### src/rtl/multicycle_control.sv
// Main controller for a multicycle RV32 datapath. The FSM state is registered and the
// datapath controls are decoded from it.
module multicycle_control (
  input  logic        clk,
  input  logic        rst,
  input  logic [6:0]  opcode,
  input  logic        zero,
  input  logic        mem_ready,
  output logic        pc_write,
  output logic        ir_write,
  output logic        mem_read,
  output logic        mem_write,
  output logic        reg_write,
  output logic        adr_src,
  output logic [1:0]  alu_src_a,
  output logic [1:0]  alu_src_b,
  output logic [1:0]  result_src,
  output logic [1:0]  ALUOp,
  output logic [3:0]  state,
  output logic        illegal,
  output logic [31:0] instr_count
);

  typedef enum logic [3:0] {
    S_FETCH    = 4'd0,
    S_DECODE   = 4'd1,
    S_MEMADR   = 4'd2,
    S_MEMREAD  = 4'd3,
    S_MEMWB    = 4'd4,
    S_MEMWRITE = 4'd5,
    S_EXECR    = 4'd6,
    S_EXECI    = 4'd7,
    S_ALUWB    = 4'd8,
    S_BRANCH   = 4'd9,
    S_JAL      = 4'd10,
    S_LUI      = 4'd11,
    S_TRAP     = 4'd12
  } state_t;

  localparam logic [6:0] OP_LOAD   = 7'b0000011;
  localparam logic [6:0] OP_STORE  = 7'b0100011;
  localparam logic [6:0] OP_RTYPE  = 7'b0110011;
  localparam logic [6:0] OP_ITYPE  = 7'b0010011;
  localparam logic [6:0] OP_BRANCH = 7'b1100011;
  localparam logic [6:0] OP_JAL    = 7'b1101111;
  localparam logic [6:0] OP_LUI    = 7'b0110111;

  state_t cur;

  // NOTE: sequential state uses non-blocking assignments so every register samples
  // pre-edge values, regardless of statement order.
  always_ff @(posedge clk or posedge rst) begin
    if (rst) begin
      cur         <= S_FETCH;
      instr_count <= '0;
    end else begin
      case (cur)
        S_FETCH:    if (mem_ready) cur <= S_DECODE;
        S_DECODE: begin
          case (opcode)
            OP_LOAD, OP_STORE: cur <= S_MEMADR;
            OP_RTYPE:          cur <= S_EXECR;
            OP_ITYPE:          cur <= S_EXECI;
            OP_BRANCH:         cur <= S_BRANCH;
            OP_JAL:            cur <= S_JAL;
            OP_LUI:            cur <= S_LUI;
            default:           cur <= S_TRAP;
          endcase
        end
        // The IR is held stable here, so anything other than a load or a store is a corrupted decode.
        S_MEMADR: begin
          if (opcode == OP_LOAD)       cur <= S_MEMREAD;
          else if (opcode == OP_STORE) cur <= S_MEMWRITE;
          else                         cur <= S_TRAP;
        end
        S_MEMREAD:  if (mem_ready) cur <= S_MEMWB;
        S_MEMWB: begin
          cur         <= S_FETCH;
          instr_count <= instr_count + 32'd1;
        end
        S_MEMWRITE: begin
          if (mem_ready) begin
            cur         <= S_FETCH;
            instr_count <= instr_count + 32'd1;
          end
        end
        S_EXECR, S_EXECI, S_JAL, S_LUI: cur <= S_ALUWB;
        S_ALUWB, S_BRANCH: begin
          cur         <= S_FETCH;
          instr_count <= instr_count + 32'd1;
        end
        S_TRAP:     cur <= S_TRAP;
        default:    cur <= S_TRAP;
      endcase
    end
  end

  assign state = cur;

  // NOTE: every output gets a default before the case, so no path through this block
  // leaves a signal unassigned and no latch is inferred.
  always_comb begin
    pc_write   = 1'b0;
    ir_write   = 1'b0;
    mem_read   = 1'b0;
    mem_write  = 1'b0;
    reg_write  = 1'b0;
    adr_src    = 1'b0;
    alu_src_a  = 2'b00;
    alu_src_b  = 2'b00;
    result_src = 2'b00;
    ALUOp      = 2'b00;
    illegal    = 1'b0;
    case (cur)
      S_FETCH: begin
        mem_read   = 1'b1;
        alu_src_b  = 2'b10;
        result_src = 2'b10;
        ir_write   = mem_ready;
        pc_write   = mem_ready;
      end
      S_DECODE: begin
        alu_src_a = 2'b01;
        alu_src_b = 2'b01;
      end
      S_MEMADR: begin
        alu_src_a = 2'b10;
        alu_src_b = 2'b01;
      end
      S_MEMREAD: begin
        adr_src  = 1'b1;
        mem_read = 1'b1;
      end
      S_MEMWB: begin
        result_src = 2'b01;
        reg_write  = 1'b1;
      end
      S_MEMWRITE: begin
        adr_src   = 1'b1;
        mem_write = 1'b1;
      end
      S_EXECR: begin
        alu_src_a = 2'b10;
        ALUOp     = 2'b10;
      end
      S_EXECI: begin
        alu_src_a = 2'b10;
        alu_src_b = 2'b01;
        ALUOp     = 2'b10;
      end
      S_ALUWB:  reg_write = 1'b1;
      S_BRANCH: begin
        alu_src_a = 2'b10;
        ALUOp     = 2'b01;
        pc_write  = zero;
      end
      S_JAL: begin
        alu_src_a = 2'b01;
        alu_src_b = 2'b10;
        pc_write  = 1'b1;
      end
      S_LUI: begin
        alu_src_b = 2'b01;
        ALUOp     = 2'b11;
      end
      S_TRAP:  illegal = 1'b1;
      default: illegal = 1'b1;
    endcase
    // While reset is asserted, the datapath must see no enables. This includes the fetch read.
    if (rst) begin
      pc_write  = 1'b0;
      ir_write  = 1'b0;
      mem_read  = 1'b0;
      mem_write = 1'b0;
      reg_write = 1'b0;
    end
  end

endmodule

### config.mk
export PLATFORM = sky130hd
export DESIGN_NAME = multicycle_control
export DESIGN_NICKNAME = d
export VERILOG_FILES = /design/src/rtl/multicycle_control.sv
export SDC_FILE = /design/constraint.sdc
export NUM_CORES = 1
export LEC_CHECK = 0
export ABC_AREA = 1
export CAP_MARGIN = 20
export CORE_MARGIN = 3
export CORE_UTILIZATION = 28
export CTS_BUF_LIST = sky130_fd_sc_hd__clkbuf_8
export DETAILED_ROUTE_END_ITERATION = 8
export GPL_TIMING_DRIVEN = 0
export SKIP_CTS_REPAIR_TIMING = 1
export SYNTH_ARGS = -nofsm -noshare
export SYNTH_HDL_FRONTEND = slang
export SYNTH_SLANG_ARGS = --single-unit
### constraint.sdc
create_clock -name clk -period 4.02 [get_ports clk]
set_input_delay 0.603 -clock clk [delete_from_list [all_inputs] [get_ports clk]]
set_output_delay 0.603 -clock clk [all_outputs]
set_load 0.05 [all_outputs]
# == Yosys cells after proc, flatten, opt, wreduce, memory -nomap -nowiden ==
# Cells that the tools add are included.
# word_totals
ff_bits,36
inputBits,11
output_inout_bits,51
elab_cells,65
# op_classes
addsub,1
n_eq_ne,21
muxes,25
n_reduce_logical,16
# op_table
cell,count
one-hot mux 32 bit (2 select lines),1
adder 32 x 1 -> 32 bit (second input constant),1
two-way mux 32 bit,1
one-hot mux 4 bit (7 select lines),1
one-hot mux 4 bit (6 select lines),1
equality test 7 x 6 -> 1 bit (second input constant),3
two-way mux 4 bit,5
equality test 4 x 3 -> 1 bit (second input constant),4
equality test 4 bit (second input constant),4
equality test 7 bit (second input constant),2
OR reduction 2 bit,7
one-hot mux 2 bit (2 select lines),3
OR reduction 12 bit,1
OR reduction 4 bit,3
two-way mux 1 bit,11
equality test 4 x 2 -> 1 bit (second input constant),2
equality test 7 x 2 -> 1 bit (second input constant),1
equality test 7 x 5 -> 1 bit (second input constant),1
!= test 2 bit (second input constant),3
one-hot mux 2 bit (3 select lines),1
equality test 4 x 1 -> 1 bit (second input constant),1
logical NOT 4 bit,1
one-hot mux 1 bit (3 select lines),1
AND reduction 3 bit,1
3 further kinds,3

# == Logic depth before layout (Yosys ltp) ==
# depth
ltp_word,4
depth_mapped,10

# == Worst setup path after synthesis ==
# Ideal clock, no wire load.
# synth_path
kind,register -> output
startpoint,register cur[1] (netlist: state[1])
endpoint,output pc_write
arrival_ns,2.215
path_slack_ns,1.202
stages_incl_launch_ff,6
path_cell_list,dfrtp_1 -> inv_2 -> nand2_1 -> nor2_4 -> nand2_1 -> a31oi_1
# synth_between
elab_chain_cells,3
elab_cells_between_ends,5
cone_classes,eq/ne: 2; mux: 2; reduce/logical: 1
# synth_lines
item,line_no,source
start: declaration,48,state_t cur;
start signal: assignment,54,cur <= S_FETCH;
start signal: assignment,58,S_FETCH: if (mem_ready) cur <= S_DECODE;
start signal: assignment,61,"OP_LOAD, OP_STORE: cur <= S_MEMADR;"
equality test 4 bit / logical NOT 4 bit (equally long branches),114,case (cur)
one-hot mux 1 bit (3 select lines) *,114,
two-way mux 1 bit *,170,if (rst) begin
end: declaration,9,"output logic pc_write,"
# Every way passes the cells marked *; elsewhere a longest branch is shown, timed or not.

# == Worst setup path after layout ==
# layout_path
startpoint,register cur[2] (netlist: state[2])
endpoint,output alu_src_a[1]
# layout_between
elab_chain_cells,3
elab_cells_between_ends,9
cone_classes,eq/ne: 6; mux: 1; reduce/logical: 2
# layout_lines
item,line_no,source
"equality test 4 bit, or another cell as far along",114,
OR reduction 4 bit (no line) / OR reduction 2 bit (equally long branches),--,
one-hot mux 2 bit (2 select lines) *,114,
end: declaration,15,"output logic [1:0] alu_src_a,"
# Marked as above.

==> impl_metrics.ini <==
[placed_design]
place_hpwl_um = 5320
io_buffers = 61
place_ws_ns = 1.14
gp_congestion = 0.865

[global_routing]
grt-ovfl-total = 0
grt_max_degree = 37
grt_use_total_pct = 13.8
grt_pass1_vias = 2339
antenna_found_initial = 0
grt_pass1_wl_um = 11100

[detailed_routing]
drt-initial-drc-count = 97
drc = 0
wl_per_cell_um = 12.2
ant_nets = 0
routed-via-count = 2489
post_drt_via_cell_ratio = 4.57
wirelength_um = 6620
dr.pass1.iters = 5

[finish]
layout_common_cells = nand2_1, clkdlybuf4s50_1, nor2_1
syn2layout_area_growth_pct = 32.7
final_common_cell = nand2_1
num_antenna_cells = 0
regArea_um2 = 901
multiInputGateArea_um2 = 1450
nFillCells = 880
drive_above_1_share_pct = 6.82
final_nets = 452

[power]
leakage_nw = 1.45
p_total_w = 0.00169
seq_power_share_pct = 27.8
switchingPower_w = 0.000879
powerDensity_nw_per_um2 = 510
p_int_w = 0.000814
combPwrFrac_pct = 57.8
clockPowerShare_pct = 14.5
switching_share_pct = 51.9
ir_worst_vdd_mv = 0.341

[run_status]
status = finished, final reports clean

[timing]
clock.fmax_mhz = 325
tightest_slew_ns = 0.764
setup-tns-final_ns = 0
worst_slack_ns = 0.946
holdWs_ns = 0.523
finalCriticalPeriod_ns = 3.07
slew_violations = 0
hold_violations = 0
rsz0062_at_grt = no
max-slew-margin-rel_pct = 49.0
post-route-period-util_pct = 76.5
skew_ns = 0.0112
setup_viol = 0

[cts]
clkTransAtPathRegs_ns = 0.07
root_buffer = clkbuf_8
cts_buffers = 5
cts_tree = built
insertion_delay_ns = 0.29
htree_num_levels = 2
clkSinkCount = 36
clock_path_buffers = 2

[logic_synthesis]
seq_area_frac_synth_pct = 36.0
syn_inst = 372
ys_types = 30
yosys_warnings = 0
syn-num-nets = 384
synth_area_um2 = 2500
syn_avg_cell_area_um2 = 6.73
ys_seq_elements = 36

[critical_path]
cp_max_fo = 5
cp-start-kind = flip-flop
critPathKind = reg -> out
required_ns = 3.42
worstSetupEndpointType = output pin
arrival_ns = 2.47

[die]
chipWidth_um = 101
fp.dieH_um = 101
ios = 62
start_util_pct = 29.6
rows = 33
core_um2 = 8460
die-area_um2 = 10100

[run]
drv_cap = 0

[worst_hold_path]
hold_path.class = reg -> reg
[per-layer routing]
metal	track usage (%)	wire length, um	up-vias
met5	0	0	-
met4	3.11	76	0
met3	2.70	291	5
met2	24.3	3310	51
met1	17.5	2950	1142
li1	-	-	1291
[area by class of cell]
class                   instances  share of cell area [%]
well taps                     105                    3.95
inverters                      37                    4.18
clock inverters                 2                   0.264
plain buffers                   2                   0.301
clock buffers                   5                    2.07
multi-input cells             297                    43.7
flip-flops and latches         36                    27.1
repair buffers                 61                    18.4
[path summary, 6_finish.rpt]
path	startpoint	end	slack, ns	depth (start not counted)
max in group asynchronous	rst	instr_count[28]	2.62	2
worst max-delay path	state[2]	alu_src_a[1]	0.95	6
worst min register to register	instr_count[8]	instr_count[8]	0.52	1
min in group asynchronous	rst	instr_count[5]	0.91	2
worst max register to register	instr_count[1]	instr_count[28]	2.28	9
worst min-delay path	instr_count[8]	instr_count[8]	0.52	1
[Yosys cell counts, drive strengths merged]
cell	n	area (um2)
a21oi	1	5.00
a31oi	1	6.26
and3	1	7.51
buf	2	10.0
dfrtp	36	901
ha	1	12.5
inv	37	139
nand2	157	626
nand3	15	92.6
nand3b	8	60.1
nand4	4	25.0
nor2	68	323
nor3	9	45.0
o2111ai	1	8.76
o211ai	2	15.0
o21ai	8	43.8
o221ai	1	8.76
xnor2	6	52.6
xor2	14	123
[power by group through the flow]
stage / logic, W / registers [W] / clock network [W]
6_report: 0.000979 / 0.000470 / 0.000245
5_1_grt: 0.00105 / 0.000481 / 0.000270
4_1_cts: 0.000988 / 0.000472 / 0.000253
3_5_place_dp: 0.000986 / 0.000477 / 0
3_3_place_gp: 0.000986 / 0.000478 / 0
2_1_floorplan: 0.000543 / 0.000615 / 0
[flip-flops by register name, indices dropped and copies added (netlist names)]
signal and flops:
instr_count 32, state 4
[logic make-up after synthesis]
family / after synthesis / share of synthesized area (%)
flip-flops: 36 / 36.0
adder cells (fa/ha/maj): 1 / 0.500
XOR/XNOR: 20 / 7.00
AND/OR/NAND/NOR: 262 / 47.1
AO/OA/AOI/OAI: 14 / 3.50
buffers and inverters: 39 / 5.95
[stage by stage]
step           cells  instance area [um2]  util [%]
4_1_cts          545                 3320      39.3
2_1_floorplan    372                 2500         -
6_report         545                 3320      39.3
3_5_place_dp     538                 3250      38.3
3_3_place_gp     538                 3250      38.3
5_1_grt          545                 3320      39.3
[critical path, cell delays in order (launching register included)]
cell,delay [ns]
dfrtp_1,0.44
inv_1,0.13
nand2_1,0.15
nor3_1,0.37
inv_1,0.14
o211ai_1,0.11
clkdlybuf4s50_1,0.83
Power figures use the tool's default switching activity.
